`config.mk`:
```
export PLATFORM = sky130hd
export DESIGN_NAME = wm_extractor
export DESIGN_NICKNAME = d
export VERILOG_FILES = /design/src/rtl/wm_pkg.sv /design/src/rtl/wm_hh2_accum.sv /design/src/rtl/wm_extractor.sv
export SDC_FILE = /design/constraint.sdc
export NUM_CORES = 1
export LEC_CHECK = 0
export CAP_MARGIN = 15
export CORE_AREA = 2 2 109 111
export CTS_CLUSTER_SIZE = 40
export DETAILED_ROUTE_END_ITERATION = 6
export DIE_AREA = 0 0 111 113
export GPL_TIMING_DRIVEN = 1
export PLACE_DENSITY = 0.74
export SYNTH_ARGS = -nofsm -noshare
export SYNTH_HDL_FRONTEND = slang
export SYNTH_SLANG_ARGS = --single-unit
```
`constraint.sdc`:
```
create_clock -name clk -period 4.26 [get_ports clk]
set_input_delay 1.065 -clock clk [delete_from_list [all_inputs] [get_ports clk]]
set_output_delay 1.065 -clock clk [all_outputs]
set_load 0.005 [all_outputs]
```
`src/rtl/wm_pkg.sv`:
```
// Shared types and constants for the watermark extractor: sizing helpers,
// FSM encoding and the default gain reciprocal matching the embedder.
package wm_pkg;

  localparam int unsigned HOST_WIDTH_DEF  = 256;
  localparam int unsigned PIXEL_WIDTH_DEF = 8;
  // Integer 1/k for the embedder's GAIN_FACTOR k = 0.01
  localparam int unsigned GAIN_RECIP_DEF  = 100;
  localparam int unsigned BLK_PIX         = 16;

  function automatic int unsigned clog2(input int unsigned v);
    int unsigned r;
    r = 0;
    for (longint unsigned p = 1; p < longint'(v); p = p << 1) r++;
    return r;
  endfunction

  // Blocks per image side
  function automatic int unsigned blocks_per_side(input int unsigned host_width);
    return host_width / 4;
  endfunction

  // Accumulator holds 16 signed pixel differences: +-16*(2^PW-1)
  function automatic int unsigned acc_w(input int unsigned pixel_width);
    return pixel_width + 5;
  endfunction

  // Product of the accumulator and an 8-bit gain reciprocal
  function automatic int unsigned prod_w(input int unsigned pixel_width);
    return pixel_width + 13;
  endfunction

  typedef enum logic [2:0] {
    S_IDLE,
    S_FETCH,
    S_DRAIN,
    S_CALC,
    S_OUT
  } state_t;

endpackage

```
`src/rtl/wm_hh2_accum.sv`:
```
// HH2 datapath: signed accumulate of (mark - host) per block, then scale by
// the gain reciprocal, round half up, divide by 16 and clamp to a pixel.
module wm_hh2_accum
  import wm_pkg::*;
#(
  parameter int unsigned PIXEL_WIDTH = PIXEL_WIDTH_DEF,
  parameter int unsigned GAIN_RECIP  = GAIN_RECIP_DEF
) (
  input  logic                   clk,
  input  logic                   rst_n,
  input  logic                   clear,
  input  logic                   en,
  input  logic                   neg,
  input  logic [PIXEL_WIDTH-1:0] host,
  input  logic [PIXEL_WIDTH-1:0] mark,
  output logic [PIXEL_WIDTH-1:0] pix_c
);

  localparam int unsigned ACC_W  = acc_w(PIXEL_WIDTH);
  localparam int unsigned PROD_W = prod_w(PIXEL_WIDTH);
  localparam logic signed [PROD_W-1:0] PIX_MAX = PROD_W'((1 << PIXEL_WIDTH) - 1);
  localparam logic signed [PROD_W-1:0] HALF    = PROD_W'(8);

  logic signed [ACC_W-1:0]  acc;
  logic signed [ACC_W-1:0]  diff;
  logic signed [PROD_W-1:0] prod;
  logic signed [PROD_W-1:0] rnd;
  logic signed [PROD_W-1:0] val;

  assign diff = $signed(ACC_W'(mark)) - $signed(ACC_W'(host));

  // Range is bounded by 16 samples, so the accumulator cannot wrap
  always_ff @(posedge clk or negedge rst_n) begin
    if (!rst_n) begin
      acc <= '0;
    end else if (clear) begin
      acc <= '0;
    end else if (en) begin
      acc <= neg ? (acc - diff) : (acc + diff);
    end
  end

  always_comb begin
    prod  = PROD_W'(acc) * $signed(PROD_W'(GAIN_RECIP));
    rnd   = prod + HALF;
    val   = rnd >>> 4;
    pix_c = val[PIXEL_WIDTH-1:0];
    if (val[PROD_W-1]) begin
      pix_c = '0;
    end else if (val > PIX_MAX) begin
      pix_c = '1;
    end
  end

endmodule

```
`src/rtl/wm_extractor.sv`:
```
// Non-blind watermark extractor: walks the image in 4x4 blocks, reads host
// and marked pixels from two RAMs and streams one recovered pixel per block.
module wm_extractor
  import wm_pkg::*;
#(
  parameter int unsigned HOST_WIDTH  = HOST_WIDTH_DEF,
  parameter int unsigned PIXEL_WIDTH = PIXEL_WIDTH_DEF,
  parameter int unsigned GAIN_RECIP  = GAIN_RECIP_DEF,
  parameter int unsigned ADDR_WIDTH  = clog2(HOST_WIDTH * HOST_WIDTH)
) (
  input  logic                   clk,
  input  logic                   rst_n,
  input  logic                   start,
  output logic                   busy,
  output logic                   done,
  output logic                   rd_en,
  output logic [ADDR_WIDTH-1:0]  rd_addr,
  input  logic [PIXEL_WIDTH-1:0] host_rd_data,
  input  logic [PIXEL_WIDTH-1:0] mark_rd_data,
  output logic                   wm_valid,
  input  logic                   wm_ready,
  output logic [PIXEL_WIDTH-1:0] wm_data,
  output logic                   wm_last
);

  localparam int unsigned N       = blocks_per_side(HOST_WIDTH);
  localparam int unsigned BW      = (N > 1) ? clog2(N) : 1;
  localparam logic [BW-1:0] BLK_MAX = BW'(N - 1);
  localparam logic [3:0]    POS_MAX = 4'(BLK_PIX - 1);

  state_t                 state;
  logic [BW-1:0]          br;
  logic [BW-1:0]          bc;
  logic [BW-1:0]          nbr_c;
  logic [BW-1:0]          nbc_c;
  logic [3:0]             pos;
  logic                   samp_vld;
  logic                   samp_neg;
  logic                   blk_last_c;
  logic                   acc_clr_c;
  logic [PIXEL_WIDTH-1:0] pix_c;

  // Pixel address of position p = {i, j} inside block (r, c)
  function automatic logic [ADDR_WIDTH-1:0] addr_of(input logic [BW-1:0] r,
                                                     input logic [BW-1:0] c,
                                                     input logic [3:0]    p);
    return ADDR_WIDTH'({r, p[3:2]}) * ADDR_WIDTH'(HOST_WIDTH) + ADDR_WIDTH'({c, p[1:0]});
  endfunction

  always_comb begin
    blk_last_c = (br == BLK_MAX) && (bc == BLK_MAX);
    nbc_c      = (bc == BLK_MAX) ? '0 : bc + BW'(1);
    nbr_c      = (bc == BLK_MAX) ? br + BW'(1) : br;
    acc_clr_c  = (state == S_IDLE) || (state == S_OUT);
  end

  wm_hh2_accum #(
    .PIXEL_WIDTH (PIXEL_WIDTH),
    .GAIN_RECIP  (GAIN_RECIP)
  ) u_accum (
    .clk   (clk),
    .rst_n (rst_n),
    .clear (acc_clr_c),
    .en    (samp_vld),
    .neg   (samp_neg),
    .host  (host_rd_data),
    .mark  (mark_rd_data),
    .pix_c (pix_c)
  );

  // Read data lags rd_en by one cycle, so its sign travels with it
  always_ff @(posedge clk or negedge rst_n) begin
    if (!rst_n) begin
      state    <= S_IDLE;
      br       <= '0;
      bc       <= '0;
      pos      <= '0;
      samp_vld <= 1'b0;
      samp_neg <= 1'b0;
      busy     <= 1'b0;
      done     <= 1'b0;
      rd_en    <= 1'b0;
      rd_addr  <= '0;
      wm_valid <= 1'b0;
      wm_data  <= '0;
      wm_last  <= 1'b0;
    end else begin
      samp_vld <= rd_en;
      samp_neg <= pos[3] ^ pos[1];
      case (state)
        S_IDLE: begin
          if (start) begin
            state   <= S_FETCH;
            busy    <= 1'b1;
            done    <= 1'b0;
            rd_en   <= 1'b1;
            pos     <= '0;
            rd_addr <= addr_of(br, bc, 4'd0);
          end
        end
        S_FETCH: begin
          if (pos == POS_MAX) begin
            state <= S_DRAIN;
            rd_en <= 1'b0;
          end else begin
            pos     <= pos + 4'd1;
            rd_addr <= addr_of(br, bc, pos + 4'd1);
          end
        end
        S_DRAIN: begin
          state <= S_CALC;
        end
        S_CALC: begin
          wm_data  <= pix_c;
          wm_last  <= blk_last_c;
          wm_valid <= 1'b1;
          state    <= S_OUT;
        end
        S_OUT: begin
          if (wm_ready) begin
            wm_valid <= 1'b0;
            wm_last  <= 1'b0;
            if (blk_last_c) begin
              busy  <= 1'b0;
              done  <= 1'b1;
              br    <= '0;
              bc    <= '0;
              state <= S_IDLE;
            end else begin
              br      <= nbr_c;
              bc      <= nbc_c;
              pos     <= '0;
              rd_en   <= 1'b1;
              rd_addr <= addr_of(nbr_c, nbc_c, 4'd0);
              state   <= S_FETCH;
            end
          end
        end
        default: begin
          state <= S_IDLE;
        end
      endcase
    end
  end

endmodule

```
; Word level (Yosys, flattened, before mapping)
; Index checks and enable logic that the tools add are counted.
[totals]
in_bits = 20
latchBits = 0
mem_bits_rw = 0
mem_count = 0
mem_bits_ro = 0
out_inout_bits = 29
register_bits = 63
[op_classes]
eq_ne = 13
shift = 0
n_addsub = 10
n_bitwise = 1
div_mod_pow = 0
mux = 39
reduce_logical = 13
n_mul = 1
order_cmp = 1
[op_table]
columns = op, n
row1 = 2-to-1 mux 16 bit, 4
row2 = adder 16 x 8 -> 16 bit, 3
row3 = one-hot mux 16 bit (3 select lines), 1
row4 = 2-to-1 mux 13 bit, 3
row5 = 2-to-1 mux 6 bit, 4
row6 = "adder 21 x 5 -> 21 bit, second input constant", 1
row7 = "multiplier 13 x 6 -> 19 bit, second input constant", 1
row8 = "greater-than comparator 17 x 9 -> 1 bit, second input constant", 1
row9 = 2-to-1 mux 4 bit, 4
row10 = 2-to-1 mux 8 bit, 2
row11 = one-hot mux 3 bit (5 select lines), 1
row12 = adder 13 x 9 -> 13 bit, 1
row13 = subtractor 13 x 9 -> 13 bit, 1
row14 = "adder 6 x 1 -> 6 bit, second input constant", 2
row15 = "equality test 6 bit, second input constant", 2
row16 = "inequality test 2 bit, second input constant", 6
row17 = one-hot mux 4 bit (3 select lines), 1
row18 = 2-to-1 mux 1 bit, 11
row19 = AND reduction 5 bit, 2
row20 = 2-to-1 mux 3 bit, 3
row21 = subtractor 8 x 8 -> 9 bit, 1
row22 = one-hot mux 1 bit (2 select lines), 4
row23 = "equality test 3 x 2 -> 1 bit, second input constant", 2
row24 = nonzero test 2 bit, 3
row25 = other kinds (13), 14

; Longest topological paths before layout
; Gate-level depths: netlist of the first run.
[depth]
ltp_word = 6
ltp_mapped = 20
ltp_nobuf = 20

; Cells and area by module
; Synthesis of the first run repeated with hierarchy kept, for this count alone.
[unflattened]
cells_unflattened = 579
hier_area_um2 = 5610.4
[by_module_without_submodules]
columns = module, instances, area_each_um2, seq_area_each_um2, cells_per_inst
row1 = wm_hh2_accum, 1, 3194.3, 325.3, 375
row2 = wm_extractor, 1, 2416.1, 1251.2, 204

; Worst setup path before layout of the first run
; No wires, ideal clock.
[synth_timing]
path_type = in2reg
start = input port mark_rd_data[0]
end = register u_accum.acc[12]
path_buffers = 0
t_required_ps = 4192
stages = 19
setup_slack_ps = -347
setup_time_ps = 68
arrival_ps = 4539
cell_sequence = inv_1 -> ha_1 -> inv_1 -> fa_1 -> a21o_1 -> a21o_1 -> a2111o_1 -> o211ai_1 -> o21ai_1 -> a211oi_1 -> xnor2_1 -> ha_1 -> nand3_1 -> a211o_1 -> a31oi_1 -> nand3_1 -> nor3b_1 -> a31oi_1 -> nand3_1
[synth_between]
elab_chain_cells = 5
[synth_rtl]
columns = element, line_no
row1 = from (decl), wm_extractor.sv:19  ; input logic [PIXEL_WIDTH-1:0] mark_rd_data,
row2 = subtractor 8 x 8 -> 9 bit (*), wm_hh2_accum.sv:30  ; assign diff = $signed(ACC_W'(mark)) - $signed(ACC_W'(host));
row3 = adder 13 x 9 -> 13 bit or subtractor 13 x 9 -> 13 bit (tied branches), wm_hh2_accum.sv:39  ; acc <= neg ? (acc - diff) : (acc + diff);
row4 = 2-to-1 mux 13 bit (*), wm_hh2_accum.sv:39
row5 = 2-to-1 mux 13 bit (*), wm_hh2_accum.sv:38  ; end else if (en) begin
row6 = 2-to-1 mux 13 bit (*), wm_hh2_accum.sv:36  ; end else if (clear) begin
row7 = to (signal assigned), wm_hh2_accum.sv:39
row8 = to (decl), wm_hh2_accum.sv:24  ; logic signed [ACC_W-1:0] acc;
; Every way passes the cells marked *; elsewhere a longest branch is shown, timed or not. The select of a mux whose other input is x is not followed.
; A chain may end at the register's enable or synchronous reset.

; Final worst setup path of the first run
[layout_timing]
start = input port host_rd_data[4]
end = register u_accum.acc[12]
[layout_between]
elab_chain_cells = 5
[layout_rtl]
columns = element, line_no
row1 = from (decl), wm_extractor.sv:18  ; input logic [PIXEL_WIDTH-1:0] host_rd_data,
row2 = subtractor 8 x 8 -> 9 bit (*), wm_hh2_accum.sv:30
row3 = adder 13 x 9 -> 13 bit or subtractor 13 x 9 -> 13 bit (tied branches), wm_hh2_accum.sv:39
row4 = 2-to-1 mux 13 bit (*), wm_hh2_accum.sv:39
row5 = 2-to-1 mux 13 bit (*), wm_hh2_accum.sv:38
row6 = 2-to-1 mux 13 bit (*), wm_hh2_accum.sv:36
; Marked as above.

==> results of run 1 <==
## critical path: stages
cell and delay (ns):
clkdlybuf4s50_1 0.45, inv_1 0.04, ha_1 0.20, or3_1 0.38, o31a_1 0.27, mux2_2 0.32
a211oi_4 0.26, xnor2_1 0.12, ha_1 0.32, nand3_1 0.07, a211o_1 0.33, a31oi_4 0.24
nand3_2 0.11, nor3b_2 0.17, a31oi_1 0.06, nand3_1 0.10
## registers in the layout, indices dropped and copies added, names as in the netlist
signal,flops
samp_neg,1
done,1
br,6
bc,6
samp_vld,1
busy,1
pos,4
state,3
u_accum.acc,13
wm_valid,1
wm_last,1
rd_en,1
wm_data,8
rd_addr,16
## kinds of logic (layout without fill, tap and decap cells)
| group | after synthesis | in the layout | share of synthesized area |
|---|---|---|---|
| flip-flops | 63 | 63 | 0.2837 |
| AND/OR/NAND/NOR | 213 | 213 | 0.1875 |
| buffers and inverters | 44 | 199 | 0.03309 |
| adder cells (fa/ha/maj) | 78 | 78 | 0.1932 |
| AO/OA/AOI/OAI | 157 | 157 | 0.1909 |
| multiplexers | 19 | 19 | 0.03602 |
| XOR/XNOR | 48 | 48 | 0.07564 |
## through the flow
| stage | instances | hold WS (ns) |
|---|---|---|
| after floorplan | 622 | 0.3964 |
| after detailed placement | 878 | 0.4047 |
| final | 920 | 0.4374 |
| after CTS | 905 | 0.4211 |
| after global placement | 878 | 0.3969 |
| after global routing | 920 | 0.4463 |
## cell usage after synthesis, types with 3 or more instances
library cell  instances  share of area
ha_1                 65           0.15
dfrtp_1              63           0.28
nand2_1              61          0.041
nor2_1               57          0.038
o21ai_0              37          0.033
xnor2_1              31          0.049
inv_1                25          0.017
a21oi_1              23          0.021
nand3_1              20          0.018
o21ai_1              18          0.016
xor2_1               17          0.027
mux2i_1              14          0.025
fa_1                 13          0.047
nor3_1               13          0.012
a21o_1               12          0.016
clkbuf_1             12         0.0081
and3_1               11          0.012
nor2b_1              10          0.011
a21oi_2               8          0.013
a31oi_1               8         0.0090
a211oi_1              7         0.0095
nand4_1               7         0.0079
or3_1                 6         0.0068
and2_1                5         0.0056
a211o_1               4         0.0063
mux2_2                4         0.0081
nand3b_1              4         0.0054
or2_2                 4         0.0045
a2111oi_0             3         0.0047
a22o_1                3         0.0047
buf_2                 3         0.0027
o211ai_1              3         0.0041
o31a_1                3         0.0047
## cell type report
type                    instances  area [um2]  area share
multi-input cells             515        4238      0.5502
flip-flops and latches         63        1578      0.2048
repair buffers                158        1320      0.1714
clock buffers                   9       225.2     0.02924
well taps                     143       178.9     0.02323
inverters                      25       106.4     0.01381
clock inverters                 7       56.30    0.007310
## metal layers
layer	global-route usage	share of wire	wire, um	vias to the layer above
met5	0	0	0	-
met4	0.09000	0.025	359	0
met3	0.03374	0.027	390	32
met2	0.4143	0.54	7805	103
met1	0.2737	0.41	6026	2576
li1	-	-	-	2542
## worst max path at each step
stage	from	to	slack [ns]	cells past startpoint
2_1_floorplan	mark_rd_data[0]	u_accum.acc[12]$_DFFE_PN0P_	-0.05	20
3_3_place_gp	mark_rd_data[0]	u_accum.acc[12]$_DFFE_PN0P_	-0.70	20
3_5_place_dp	mark_rd_data[0]	u_accum.acc[12]$_DFFE_PN0P_	-0.87	21
4_1_cts	mark_rd_data[0]	u_accum.acc[12]$_DFFE_PN0P_	-0.10	20
5_1_grt	mark_rd_data[0]	u_accum.acc[12]$_DFFE_PN0P_	-0.19	20
6_report	host_rd_data[4]	u_accum.acc[12]$_DFFE_PN0P_	0.01	16
## repair_timing
item	4_1_cts	5_1_grt
pin swaps	30	47
setup endpoints to repair	16	14
resized for setup	46	46
endpoints found under the hold margin	0	0
buffers inserted	11	14
==> run metrics, run 1 <==
MaxCap Viol Count 0; Critical R2R Launch u_accum.acc[2]$_DFFE_PN0P_; worst path required time 4.52 ns; Final TNS setup 0 ns; Core ar. around 0.011 mm2; Async SR Flop Fraction 1.000; Setup crit end kind flip-flop; sequential area share after synthesis 0.2837; Worst Hold Path EP samp_vld$_DFF_PN0_; drt first-iter violations 334; design area 0.007702 mm2; maximum clock rate ~0.24 GHz; R2R setup slack around 0.03 ns; status completed; GR Util All Layers 0.2283; clock buffer count from CTS 9; Hold Crit Class flip-flop to flip-flop; DIE WIDTH 111 um; crit path DAT roughly 4.5 ns; top_reg_cell synth dfrtp_1; Reg2Reg Depth 16; Seq cells post-synth between 60 and 70; hold_sp rd_en$_DFFE_PN0P_; global placement routability congestion 0.8691; EDFF count, synth 0; Die Y around 110 um; Mapped Cells slightly above 600; Residual DRC 0; most frequent cells in the layout buf_4, dfrtp_1, nand2_1; first-pass GRT wire length roughly 24000 um; largest net degree at the start of global routing 35; Setup Skew 0.01115 ns; worst slew pin tran about 0.76 ns; Clock Sinks 63; final WL about 15000 um; critical path type primary input to flip-flop; post-route minimum period between 4 and 5 ns; reg2reg end wm_data[4]$_DFFE_PN0P_; post-placement cell area a little under 0.007 mm2; syn_nets a little over 700; relative slew slack 0.4920; commonest non-fill, non-tap cell in the layout buf_4; Final ANT Viol Nets 0; layout cells sized above 1 0.2844; fill count a little over 800; Post-Syn Area around 0.0056 mm2; Skew-Pair Late Insertion Delay between 0.3 and 0.4 ns; Syn Area/Cell roughly 8.9 um2; Synth Warn # 0; Setup violations, final 0; placement row count 39; Initial Util 0.4931; number of global-route vias before repair between 5k and 6k; Clock Tree Buf Depth 2; Final Util 0.6833; # IOs 49; ant diodes 0; CP Launch Type primary input; Reg clk slew, reported paths approximately 0.060 ns; HPWL Detailed 10240 um; initial antenna violation count 0; TritonCTS clock tree yes; Hold Buf Count CTS 0; via count 5253; Final Slew Violations 0; IO Port Bufs 48; CP max FO 6; setup ws final about 0.013 ns; root buf cell clkbuf_16; Hold Crit Depth 0; RSZ-0062 raised after global routing yes; Final Hold Fails 0; Yosys cell types between 60 and 70; grt ovf 0; H-Tree Depth 3; drt wl/cell roughly 16 um; # nets final 870; drt first pass iters 4; die area 0.01254 mm2; setup slack at placement -0.8728 ns; drt via density between 5 and 6; Layout area overhead 38.59%; period utilization 0.9970
Power of run 1 is not shown: default switching activity piles up to over one toggle a cycle in this logic, so the estimate is an artifact.
==> run 2, diff against run 1 <==
PLACE_DENSITY = 0.71   (was 0.74)
clock period = 5.5 ns   (was 4.26 ns; I/O delays follow)
==> run 2 against run 1 <==
  * First-iteration DRC count down 21%
  * Clock skew decreased by 0.0051 ns
  * Highest routed layer unchanged
  * Largest cell class unchanged
  * Critical path type unchanged
  * Flip-flop and latch count is the same
  * Clock-buffer cell count up 1
  * Non-clock buffer count decreased by 105
  * Die area unchanged
==> run metrics, run 2 (same netlist as run 1, synthesis figures left out) <==
drt wl/cell approximately 15 um; MaxCap Viol Count 0; DIE WIDTH 111 um; drt via density roughly 5.7; placement row count 39; Initial Util 0.4931; maximum clock rate 0.1886 GHz; CP max FO 6; Final Util 0.5751; commonest non-fill, non-tap cell in the layout ha_1; Clock Sinks 63; hold_sp rd_en$_DFFE_PN0P_; CP max stage delay 0.46 ns; Final Slew Violations 0; TritonCTS clock tree yes; largest net degree at the start of global routing 64; Critical R2R Launch u_accum.acc[2]$_DFFE_PN0P_; Residual DRC 0; Core ar. approximately 0.011 mm2; HPWL Detailed roughly 9200 um; Clock Tree Buf Depth 2; first-pass GRT wire length ~21000 um; clock buffer count from CTS 9; biggest regs rd_addr: 16 flops, u_accum.acc: 13 flops, wm_data: 8 flops; CP delay by family, top compound AO/OA/AOI/OAI gates; drt first-iter violations 264; status completed; Post-CTS Resized 0; IO Port Bufs 48; relative slew slack 0.4679; GR Util All Layers 0.1998; die area ~0.013 mm2; Reg clk slew, reported paths 0.06 ns; H-Tree Depth 3; number of global-route vias before repair ~4.6k; Skew-Pair Late Insertion Delay between 0.3 and 0.4 ns; drt first pass iters 4; Layout area overhead 16.64%; Die Y between 100 and 150 um; crit path DAT about 5.5 ns; post-route minimum period around 5.3 ns; Final ANT Viol Nets 0; max reg flops 16; Setup Buffers After CTS 0; worst slew pin tran ~0.8 ns; CP Launch Type primary input; Final TNS setup 0 ns; via count 4673; register bank with the most flops rd_addr; Worst Setup SP host_rd_data[0]; final WL around 12000 um; most frequent cells in the layout ha_1, dfrtp_1, nand2_1; Hold Crit Class flip-flop to flip-flop; worst path required time roughly 5.7 ns; number of buffers and inverters on the critical path 2; Hold Buf Count CTS 0; Slowest cell on crit path clkdlybuf4s50_1; crit-path cells clkdlybuf4s50_1, ha_1, inv_1, fa_1, a21o_1, a21o_1, a2111o_1, o211ai_1, o21ai_1, a211oi_2, xnor2_1, ha_1, and2_1, o21ai_0, a31oi_4, nand3_1, nor3b_1, a31oi_1, nand3_1; root buf cell clkbuf_16; grt ovf 0; critical path type primary input to flip-flop; Setup crit end kind flip-flop; # IOs 49; period utilization 0.9640; initial antenna violation count 0; Min Hold Slack 0.4188 ns; global placement routability congestion ~0.94; Final Hold Fails 0; layout cells sized above 1 0.08333; Setup violations, final 0; ant diodes 0; Setup Skew 0.006078 ns; # nets final 765
run 2: worst register-to-register path: cells and delay by family, from the launching register on:
| family | cells | cell delay (ns) |
|---|---|---|
| flops | 1 | 0.47 |
| xor+xnor | 1 | 0.19 |
| fa+ha+maj | 5 | 1.82 |
| simple gates | 1 | 0.51 |
| compound gates | 6 | 1.65 |
run 2: final cells by class:
class	instances	area, um2
Fill cell	980	4790
Multi-Input combinational cell	515	3825
Sequential cell	63	1577
Timing Repair Buffer	53	524.3
Clock buffer	10	239.0
Tap cell	143	178.9
Inverter	25	93.84
Clock inverter	6	45.04
run 2: metal layers:
| metal | up-vias | wire, um | global-route usage |
|---|---|---|---|
| met5 | - | 0 | 0 |
| met4 | 0 | 185 | 0.05833 |
| met3 | 17 | 470 | 0.03749 |
| met2 | 114 | 5788 | 0.3419 |
| met1 | 2195 | 5832 | 0.2601 |
| li1 | 2347 | - | - |
run 2: path summary, 6_finish.rpt:
kind / cells past startpoint / slack, ns / endpoint
min in group asynchronous: 2 / 1.19 / rd_addr[6]$_DFFE_PN0P_
worst min-delay path: 0 / 0.42 / samp_vld$_DFF_PN0_
worst max-delay path: 19 / 0.20 / u_accum.acc[12]$_DFFE_PN0P_
worst min register to register: 0 / 0.42 / samp_vld$_DFF_PN0_
worst max register to register: 13 / 0.72 / wm_data[6]$_DFFE_PN0P_
max in group asynchronous: 2 / 3.76 / wm_data[6]$_DFFE_PN0P_
run 2: stage by stage:
stage          worst slack [ns]  std cells  instance area, um2
2_1_floorplan            0.5831        622                5558
3_3_place_gp           -0.04710        797                6148
3_5_place_dp            -0.2902        797                6148
4_1_cts                 0.04248        813                6432
5_1_grt                -0.03613        815                6482
6_report                 0.1977        815                6482
Power of run 2 is left out for the same reason.
